$ cat src/rtl/ifu_pkg.sv
// ifu_pkg -- shared definitions for the instruction fetch unit.
//   fetch_state_e   : FSM state encoding used by inst_fetch
//   NOP_CMD         : addi x0,x0,0, the default for RESET_CMD
//   TIMEOUT_DEFAULT : default response watchdog limit in WAIT cycles
//   WDOG_W          : watchdog counter width (covers TIMEOUT up to 65535)
//   is_aligned()    : word-alignment test on a fetch address
package ifu_pkg;

  typedef enum logic [1:0] {
    ST_IDLE = 2'd0,
    ST_REQ  = 2'd1,
    ST_WAIT = 2'd2,
    ST_HOLD = 2'd3
  } fetch_state_e;

  localparam logic [31:0] NOP_CMD         = 32'h0000_0013;
  localparam int          TIMEOUT_DEFAULT = 255;
  localparam int          WDOG_W          = 16;

  function automatic logic is_aligned(input logic [31:0] addr);
    return addr[1:0] == 2'b00;
  endfunction

endpackage

$ cat src/rtl/fetch_watchdog.sv
// fetch_watchdog -- response watchdog for the WAIT state of inst_fetch.
// Ports:
//   clk     : clock, all updates on posedge
//   rst     : synchronous active-high reset, counter to 0
//   clear   : force the counter to 0 (takes priority over enable)
//   enable  : count one cycle spent waiting
//   expired : this enabled cycle is the TIMEOUT-th one; the fetch must abort
// Parameter TIMEOUT: number of waiting cycles allowed, 1..65535.
module fetch_watchdog
  import ifu_pkg::*;
#(
  parameter int TIMEOUT = TIMEOUT_DEFAULT
) (
  input  logic clk,
  input  logic rst,
  input  logic clear,
  input  logic enable,
  output logic expired
);

  // Count value seen during the last allowed cycle; the increment at the end
  // of that cycle would make the count reach TIMEOUT.
  localparam logic [WDOG_W-1:0] LAST_CNT = WDOG_W'(TIMEOUT - 1);

  logic [WDOG_W-1:0] count_q;

  // NOTE: sequential state uses non-blocking assignments so every register
  // samples the pre-edge values regardless of statement order.
  always_ff @(posedge clk) begin
    if (rst || clear) begin
      count_q <= '0;
    end else if (enable) begin
      count_q <= count_q + WDOG_W'(1);
    end
  end

  assign expired = enable && !clear && (count_q == LAST_CNT);

endmodule

$ cat src/rtl/inst_fetch.sv
// inst_fetch -- single-outstanding instruction fetch unit between the core
// PC register and an instruction memory with valid/ready request and
// valid-only response channels.
// Ports:
//   clk, rst        : clock; synchronous active-high reset
//   pc, pc_valid    : fetch request from the core (ignored while a memory
//                     access is in flight)
//   cmd, cmd_valid  : fetched instruction word; held until cmd_ready
//   cmd_ready       : core consumes cmd this cycle
//   fetch_err       : cmd is the result of a failed fetch (misaligned pc,
//                     memory fault or response timeout)
//   mem_req_*       : word-aligned read request to instruction memory
//   mem_rsp_*       : read data / access fault from instruction memory
//   busy            : unit is not IDLE
// Parameters: RESET_CMD (word driven on cmd after reset or failed fetch),
//             TIMEOUT (WAIT cycles before a fetch is aborted, 1..65535).
// Build option: define INST_FETCH_LASTPC_HIT_EN to add a one-entry
//             last-fetch buffer that answers a repeated pc without a memory
//             access. Undefined, every aligned fetch goes to memory.
module inst_fetch
  import ifu_pkg::*;
#(
  parameter logic [31:0] RESET_CMD = NOP_CMD,
  parameter int          TIMEOUT   = TIMEOUT_DEFAULT
) (
  input  logic        clk,
  input  logic        rst,
  input  logic [31:0] pc,
  input  logic        pc_valid,
  output logic [31:0] cmd,
  output logic        cmd_valid,
  input  logic        cmd_ready,
  output logic        mem_req_valid,
  output logic [31:0] mem_req_addr,
  input  logic        mem_req_ready,
  input  logic        mem_rsp_valid,
  input  logic [31:0] mem_rsp_data,
  input  logic        mem_rsp_err,
  output logic        fetch_err,
  output logic        busy
);

  fetch_state_e state_q;
  logic [31:2]  addr_q;       // word address of the fetch in progress

  logic         accept;       // a new pc is taken this cycle
  logic         acc_misalign; // the accepted pc is not word aligned
  logic         acc_hit;      // the accepted pc is answered from the buffer
  logic         wd_clear;
  logic         wd_enable;
  logic         wd_expired;

`ifdef INST_FETCH_LASTPC_HIT_EN
  logic [31:2]  last_addr_q;
  logic [31:0]  last_cmd_q;
  logic         last_vld_q;
`endif

  // A new pc is taken from IDLE, or from HOLD in the same cycle the core
  // consumes the current cmd; in REQ and WAIT pc_valid is ignored.
  // NOTE: every signal written in always_comb gets a value on every path
  // (defaults first) so no latch is inferred.
  always_comb begin
    accept       = 1'b0;
    acc_misalign = 1'b0;
    acc_hit      = 1'b0;
    if (pc_valid && ((state_q == ST_IDLE) || ((state_q == ST_HOLD) && cmd_ready))) begin
      accept = 1'b1;
    end
    acc_misalign = !is_aligned(pc);
`ifdef INST_FETCH_LASTPC_HIT_EN
    acc_hit = last_vld_q && (pc[31:2] == last_addr_q) && !acc_misalign;
`endif
  end

  // The watchdog restarts on the request handshake and runs only in WAIT.
  assign wd_clear  = (state_q == ST_REQ) && mem_req_ready;
  assign wd_enable = (state_q == ST_WAIT);

  fetch_watchdog #(
    .TIMEOUT (TIMEOUT)
  ) u_watchdog (
    .clk     (clk),
    .rst     (rst),
    .clear   (wd_clear),
    .enable  (wd_enable),
    .expired (wd_expired)
  );

  // The request address is the latched word address; it is stable for the
  // whole REQ state and reads 0 after reset.
  assign mem_req_addr = {addr_q, 2'b00};

  always_ff @(posedge clk) begin
    if (rst) begin
      state_q       <= ST_IDLE;
      addr_q        <= '0;
      cmd           <= RESET_CMD;
      cmd_valid     <= 1'b0;
      fetch_err     <= 1'b0;
      mem_req_valid <= 1'b0;
      busy          <= 1'b0;
`ifdef INST_FETCH_LASTPC_HIT_EN
      last_vld_q    <= 1'b0;
`endif
    end else if (accept) begin
      addr_q <= pc[31:2];
      busy   <= 1'b1;
      if (acc_misalign) begin
        // Misaligned pc never reaches memory; report it as a failed fetch.
        state_q   <= ST_HOLD;
        cmd       <= RESET_CMD;
        fetch_err <= 1'b1;
        cmd_valid <= 1'b1;
`ifdef INST_FETCH_LASTPC_HIT_EN
        last_vld_q <= 1'b0;
`endif
      end else if (acc_hit) begin
`ifdef INST_FETCH_LASTPC_HIT_EN
        state_q   <= ST_HOLD;
        cmd       <= last_cmd_q;
        fetch_err <= 1'b0;
        cmd_valid <= 1'b1;
`endif
      end else begin
        state_q       <= ST_REQ;
        mem_req_valid <= 1'b1;
        cmd_valid     <= 1'b0;
      end
    end else begin
      unique case (state_q)
        ST_IDLE: begin
          busy <= 1'b0;
        end

        ST_REQ: begin
          if (mem_req_ready) begin
            state_q       <= ST_WAIT;
            mem_req_valid <= 1'b0;
          end
        end

        ST_WAIT: begin
          // A response in the timeout cycle still completes the fetch.
          if (mem_rsp_valid) begin
            state_q   <= ST_HOLD;
            cmd       <= mem_rsp_data;
            fetch_err <= mem_rsp_err;
            cmd_valid <= 1'b1;
`ifdef INST_FETCH_LASTPC_HIT_EN
            if (mem_rsp_err) begin
              last_vld_q <= 1'b0;
            end else begin
              last_vld_q  <= 1'b1;
              last_addr_q <= addr_q;
              last_cmd_q  <= mem_rsp_data;
            end
`endif
          end else if (wd_expired) begin
            state_q   <= ST_HOLD;
            cmd       <= RESET_CMD;
            fetch_err <= 1'b1;
            cmd_valid <= 1'b1;
`ifdef INST_FETCH_LASTPC_HIT_EN
            last_vld_q <= 1'b0;
`endif
          end
        end

        ST_HOLD: begin
          // cmd and fetch_err keep their values after consumption.
          if (cmd_ready) begin
            state_q   <= ST_IDLE;
            cmd_valid <= 1'b0;
            busy      <= 1'b0;
          end
        end

        default: begin
          state_q <= ST_IDLE;
        end
      endcase
    end
  end

`ifdef INST_FETCH_LASTPC_HIT_EN
  // NOTE: last_addr_q/last_cmd_q carry no reset; they are only read while
  // last_vld_q is set, and last_vld_q is reset.
`endif

endmodule

$ cat config.mk
export PLATFORM = sky130hd
export DESIGN_NAME = inst_fetch
export DESIGN_NICKNAME = d
export VERILOG_FILES = /design/src/rtl/ifu_pkg.sv /design/src/rtl/fetch_watchdog.sv /design/src/rtl/inst_fetch.sv
export SDC_FILE = /design/constraint.sdc
export NUM_CORES = 1
export LEC_CHECK = 0
export ABC_AREA = 0
export CAP_MARGIN = 40
export CORE_MARGIN = 2
export CORE_UTILIZATION = 38
export DETAILED_ROUTE_END_ITERATION = 12
export PLACE_DENSITY = 0.76
export SLEW_MARGIN = 20
export SYNTH_ARGS = -nofsm -noshare
export SYNTH_HDL_FRONTEND = slang
export SYNTH_SLANG_ARGS = --single-unit
$ cat constraint.sdc
create_clock -name clk -period 2.4 [get_ports clk]
set_clock_uncertainty 0.15 [all_clocks]
set_input_delay 0.36 -clock clk [delete_from_list [all_inputs] [get_ports clk]]
set_output_delay 0.36 -clock clk [all_outputs]
set_load 0.005 [all_outputs]
Word-level counts from Yosys, hierarchy flattened --
Index checks and enable logic that the tools add are counted.
Word-level totals: bits in registers 84, input port bits 71, logic and storage cells 69
Operators by class: $add $sub $neg 1, eq/ne operators 9, mux-type cells 29, reductions and logical operators 22
Operator list (number):
- two-way mux 32 bit | 5
- adder 16 x 1 -> 16 bit, second input constant | 1
- == test 16 x 8 -> 1 bit, second input constant | 1
- two-way mux 1 bit | 15
- two-way mux 2 bit | 6
- AND reduction 3 bit | 3
- nonzero test 3 bit | 3
- != test 3 bit, second input constant | 2
- case mux 2 bit (3 select lines) | 1
- nonzero test 2 bit | 3
- logical AND 1 bit | 5
- == test 2 bit, second input constant | 2
- zero test 2 bit | 2
- != test 4 bit, second input constant | 1
- case mux 1 bit (2 select lines) | 2
- AND reduction 4 bit | 1
- nonzero test 4 bit | 1
- == test 2 x 1 -> 1 bit, second input constant | 1
- logical OR 1 bit | 2
- != test 2 x 1 -> 1 bit, second input constant | 1
- != test 2 bit, second input constant | 1
- AND reduction 2 bit | 1
- zero test 1 bit | 1

Depth between registers and ports, before layout --
depth in word-level cells 9, mapped depth 9, gate-level depth less buffers 7

Modules after synthesis --
Synthesis repeated with hierarchy kept, for this count alone.
Second synthesis, totals: cell total of the unflattened synthesis 349, area, all modules 3195.6 um^2
Modules (own cells, without submodules):
- inst_fetch | instances 1, cells an instance 259, area an instance 2414.8 um^2
- fetch_watchdog | instances 1, cells an instance 90, area an instance 780.7 um^2

Worst setup path before layout --
OpenSTA, ideal clock, no wires.
path type reg-to-reg, start reg u_watchdog.count_q[11], end reg cmd[22], arrival time 2224 ps, data required time 2133 ps, path slack -91 ps, cell stages (with the launch flop) 8, buffers on the path 2, clock period less this slack 2491 ps, path through dfxtp_1 -> or4_1 -> or4_4 -> a221oi_4 -> nor2_2 -> buf_6 -> buf_6 -> a22o_1
Between the ends: cells in the longest elaborated chain, start to end 4
Ends and longest elaborated chain:
- from (decl) | RTL line fetch_watchdog.sv:25 | logic [WDOG_W-1:0] count_q;
- from (signal assigned) | RTL line fetch_watchdog.sv:33 | count_q <= count_q + WDOG_W'(1);
- == test 16 x 8 -> 1 bit | RTL line fetch_watchdog.sv:37 | assign expired = enable && !clear && (count_q == LAST_CNT);
- logical AND 1 bit | RTL line fetch_watchdog.sv:37
- nonzero test 3 bit (no source line)
- AND reduction 3 bit (no source line)
- to (signal assigned) | RTL line inst_fetch.sv:147 | cmd <= mem_rsp_data;
- to (decl) | RTL line inst_fetch.sv:30 | output logic [31:0] cmd,
Every way passes these cells. A chain may end at the register's enable or synchronous reset.

Worst setup path after layout --
start reg u_watchdog.count_q[15], end reg cmd[20]
Same word-level chain as after synthesis.

==> results.md <==
- Outcome: complete, but fails checks
- Failing checks: negative setup slack
- H-tree depth: 3
- Area Growth Syn to Fin: 57.9%
- Fill count: 695
- NetSw: 1260 µW
- Vias in the first global route: 2,751
- Slew Viols, Final: 0
- Synth Warn #: 0
- Placed cell count: 585
- Net Sw Frac: 32.1%
- Via count: 3,035
- Post-synthesis sequential area ratio: 53.1%
- Drt via density: 5.00
- Clock buffer depth: 2
- Cells along the critical path: or4_1 -> or4_4 -> a221oi_4 -> nor2_4 -> buf_12 -> a22o_1
- Die height: 95.3 µm
- Post-layout util: 61.5%
- CP max-delay cell: or4_4
- Sequential share of power: 42.8%
- CTS Buf Count: 9
- Critical setup path kind: reg2reg
- Core area: 8130 µm²
- DIE AREA: 9080 µm²
- Int Pwr: 2660 µW
- Share of cells above drive strength 1: 9.96%
- Peak supply drop: 0.284 mV
- Net count, final: 575
- Routed len/inst: 13.9 µm
- Core Rows: 33
- CP endpoint kind: flip-flop
- Total clock sinks: 84
- Max-cap violations: 0
- CTS clock-pin slew for the worst setup and hold paths: 0.09 ns
- Worst Path Arrival: 2.52 ns
- Reg2reg path depth: 6
- Clk network pwr share: 24.6%
- First-pass GRT wire length: 13,000 µm
- Max incr delay on CP: 0.58 ns
- DP Wirelength: 6170 µm
- Upper clock frequency limit: 414 MHz
- Mapped cell area: 3170 µm²
- Routability cong.: 0.845
- Crit path time final: 2.42 ns
- Number of hold buffers added after CTS: 0
- Pre-Repair DR Iteration Count: 4
- Initial Util: 38.9%
- # setup viols final: 12
- Register bit total from synthesis: 84
- Leakage: 0.00191 µW
- Worst-Skew Late Latency: 0.35 ns
- RSZ-0062 raised after global routing: true
- Clk Tree Root Cell: clkbuf_8
- DRC: 0
- Hold depth: 2
- Number of port buffers: 136
- Cells after synthesis: 345
- Period utilisation layout: 101%
- Place WS: -0.0685 ns
- Critical path required time: 2.50 ns
- Setup WS post-layout: -0.0169 ns
- WL final: 8410 µm
- Syn_area_per_cell: 9.18 µm²
- Netlist cell types: 32
- CP max FO: 21
- Hold WC Path Type: reg2reg
- Num ports: 139
- Largest net degree at the start of global routing: 34
- DR iter-0 viols: 70
- Ant diodes: 0
- Total grt overflow: 0
- Final ANT Viol Nets: 0
- Total track usage: 18.2%
- CTS tree: done
- Final Non-Filler Cells: 607
- Final hold vios: 0
- Combinational Power Share: 32.6%
- Startpoint Class: flip-flop
- Antenna violations before repair: 0
- PD cells: 784 nW/µm²
- Die width: 95.3 µm
## cell families (layout without fill, tap and decap cells)
kind of cell / after synthesis / in the layout / share of synthesized area, %
compound gates: 84 / 84 / 18.8
xor+xnor: 15 / 15 / 4.15
fa+ha+maj: 7 / 7 / 2.77
simple gates: 126 / 126 / 17.1
flops: 84 / 84 / 53.1
buf+inv: 28 / 184 / 4.03
other cells: 1 / 2 / 0.118
## worst paths after layout
| path | startpoint | slack [ns] | endpoint |
|---|---|---|---|
| setup / recovery | u_watchdog.count_q[15] | -0.02 | cmd[20] |
| hold / removal | addr_q[20] | 0.31 | addr_q[20] |
| setup reg to reg | u_watchdog.count_q[15] | -0.02 | cmd[20] |
| hold reg to reg | addr_q[20] | 0.31 | addr_q[20] |
## layout by cell type, fill, tap and decap left out, types with 2 or more instances in the layout
cell type / instances
o22ai_1: 2
nand3_1: 4
xor2_1: 10
clkdlybuf4s50_1: 136
dfxtp_1: 82
nor3_2: 2
clkbuf_8: 9
o21ai_0: 5
nor4_1: 2
inv_6: 2
clkinvlp_4: 3
nor2_1: 26
dfxtp_2: 2
buf_4: 21
nor3_1: 2
nand2_1: 71
a21oi_1: 34
o32a_1: 3
and3_1: 5
inv_1: 6
a21o_1: 2
conb_1: 2
a31oi_1: 2
a22o_1: 30
or4_1: 2
nand4_1: 7
buf_6: 3
ha_1: 7
xnor2_1: 5
buf_12: 2
a211oi_1: 3
## sequential cells by signal, summed over array words and instances, names as in the netlist
signal,flops
cmd,32
mem_req_valid,1
addr_q,30
u_watchdog.count_q,16
busy,1
fetch_err,1
state_q,2
cmd_valid,1
## cell usage after synthesis, drive strengths merged
cell | instances | area (µm²)
and3 | 5 | 31.3
a221oi | 1 | 26.3
dfxtp | 84 | 1680
o21ai | 5 | 25.0
xor2 | 10 | 87.6
inv | 6 | 22.5
a22o | 30 | 263
nand2 | 71 | 267
nor3 | 4 | 20.0
xnor2 | 5 | 43.8
o22ai | 2 | 12.5
ha | 7 | 87.6
o41ai | 1 | 8.76
a21oi | 34 | 170
and2 | 1 | 6.26
o32a | 3 | 30.0
a31oi | 2 | 12.5
nand4 | 7 | 43.8
nand3 | 4 | 20.0
a211oi | 3 | 22.5
nor4 | 2 | 12.5
nor2 | 28 | 108
clkbuf | 18 | 67.6
or4 | 3 | 26.3
buf | 4 | 37.5
a21o | 2 | 15.0
nand2b | 1 | 6.26
conb | 1 | 3.75
a2bb2oi | 1 | 8.76
## per-stage QoR
stage / setup TNS, ns / hold slack (ns) / total power (µW) / instance area (µm²)
floorplan: -0.359 / 0.303 / 2310 / 3170
global placement: -6.65 / 0.291 / 2890 / 4720
detailed placement: -1.20 / 0.299 / 2920 / 4730
CTS: -0.878 / 0.311 / 3910 / 4960
global route: -2.11 / 0.330 / 4160 / 5000
finish: -0.0684 / 0.307 / 3920 / 5000
## worst max-delay path, delay by kind of cell (launching register included)
family / cells / cell delay, ns
simple gates: 3 / 1.19
buf+inv: 1 / 0.17
flops: 1 / 0.32
compound gates: 2 / 0.47
## final cells by class
cell class,instances,area [µm²],share of cell area [%]
clock buffer,9,124,2.48
clock inverter,7,67.6,1.35
inverter,6,22.5,0.450
multi-input combinational,234,1380,27.6
sequential,84,1680,33.7
tap,105,131,2.63
timing repair buffer,162,1590,31.8
## metal layers
layer  vias to the layer above  share of wire, %  track usage (%)
li1                       1501                 -                -
met1                      1413                43             22.2
met2                       107                47             29.9
met3                        14               8.3             4.35
met4                         0               1.9             8.94
met5                         -                 0                0
## power groups by stage
stage	clock network (µW)	registers [µW]	logic, µW
5_1_grt	1040	1700	1410
3_5_place_dp	0	1710	1210
6_report	963	1680	1280
3_3_place_gp	0	1700	1190
4_1_cts	986	1680	1250
2_1_floorplan	0	1710	601
## timing repair
item,4_1_cts,5_1_grt
pin swaps,2,2
setup endpoints to repair,21,29
gates resized for setup,3,6
buffers inserted,3,3
No activity file was read; power rests on OpenSTA's default activity.
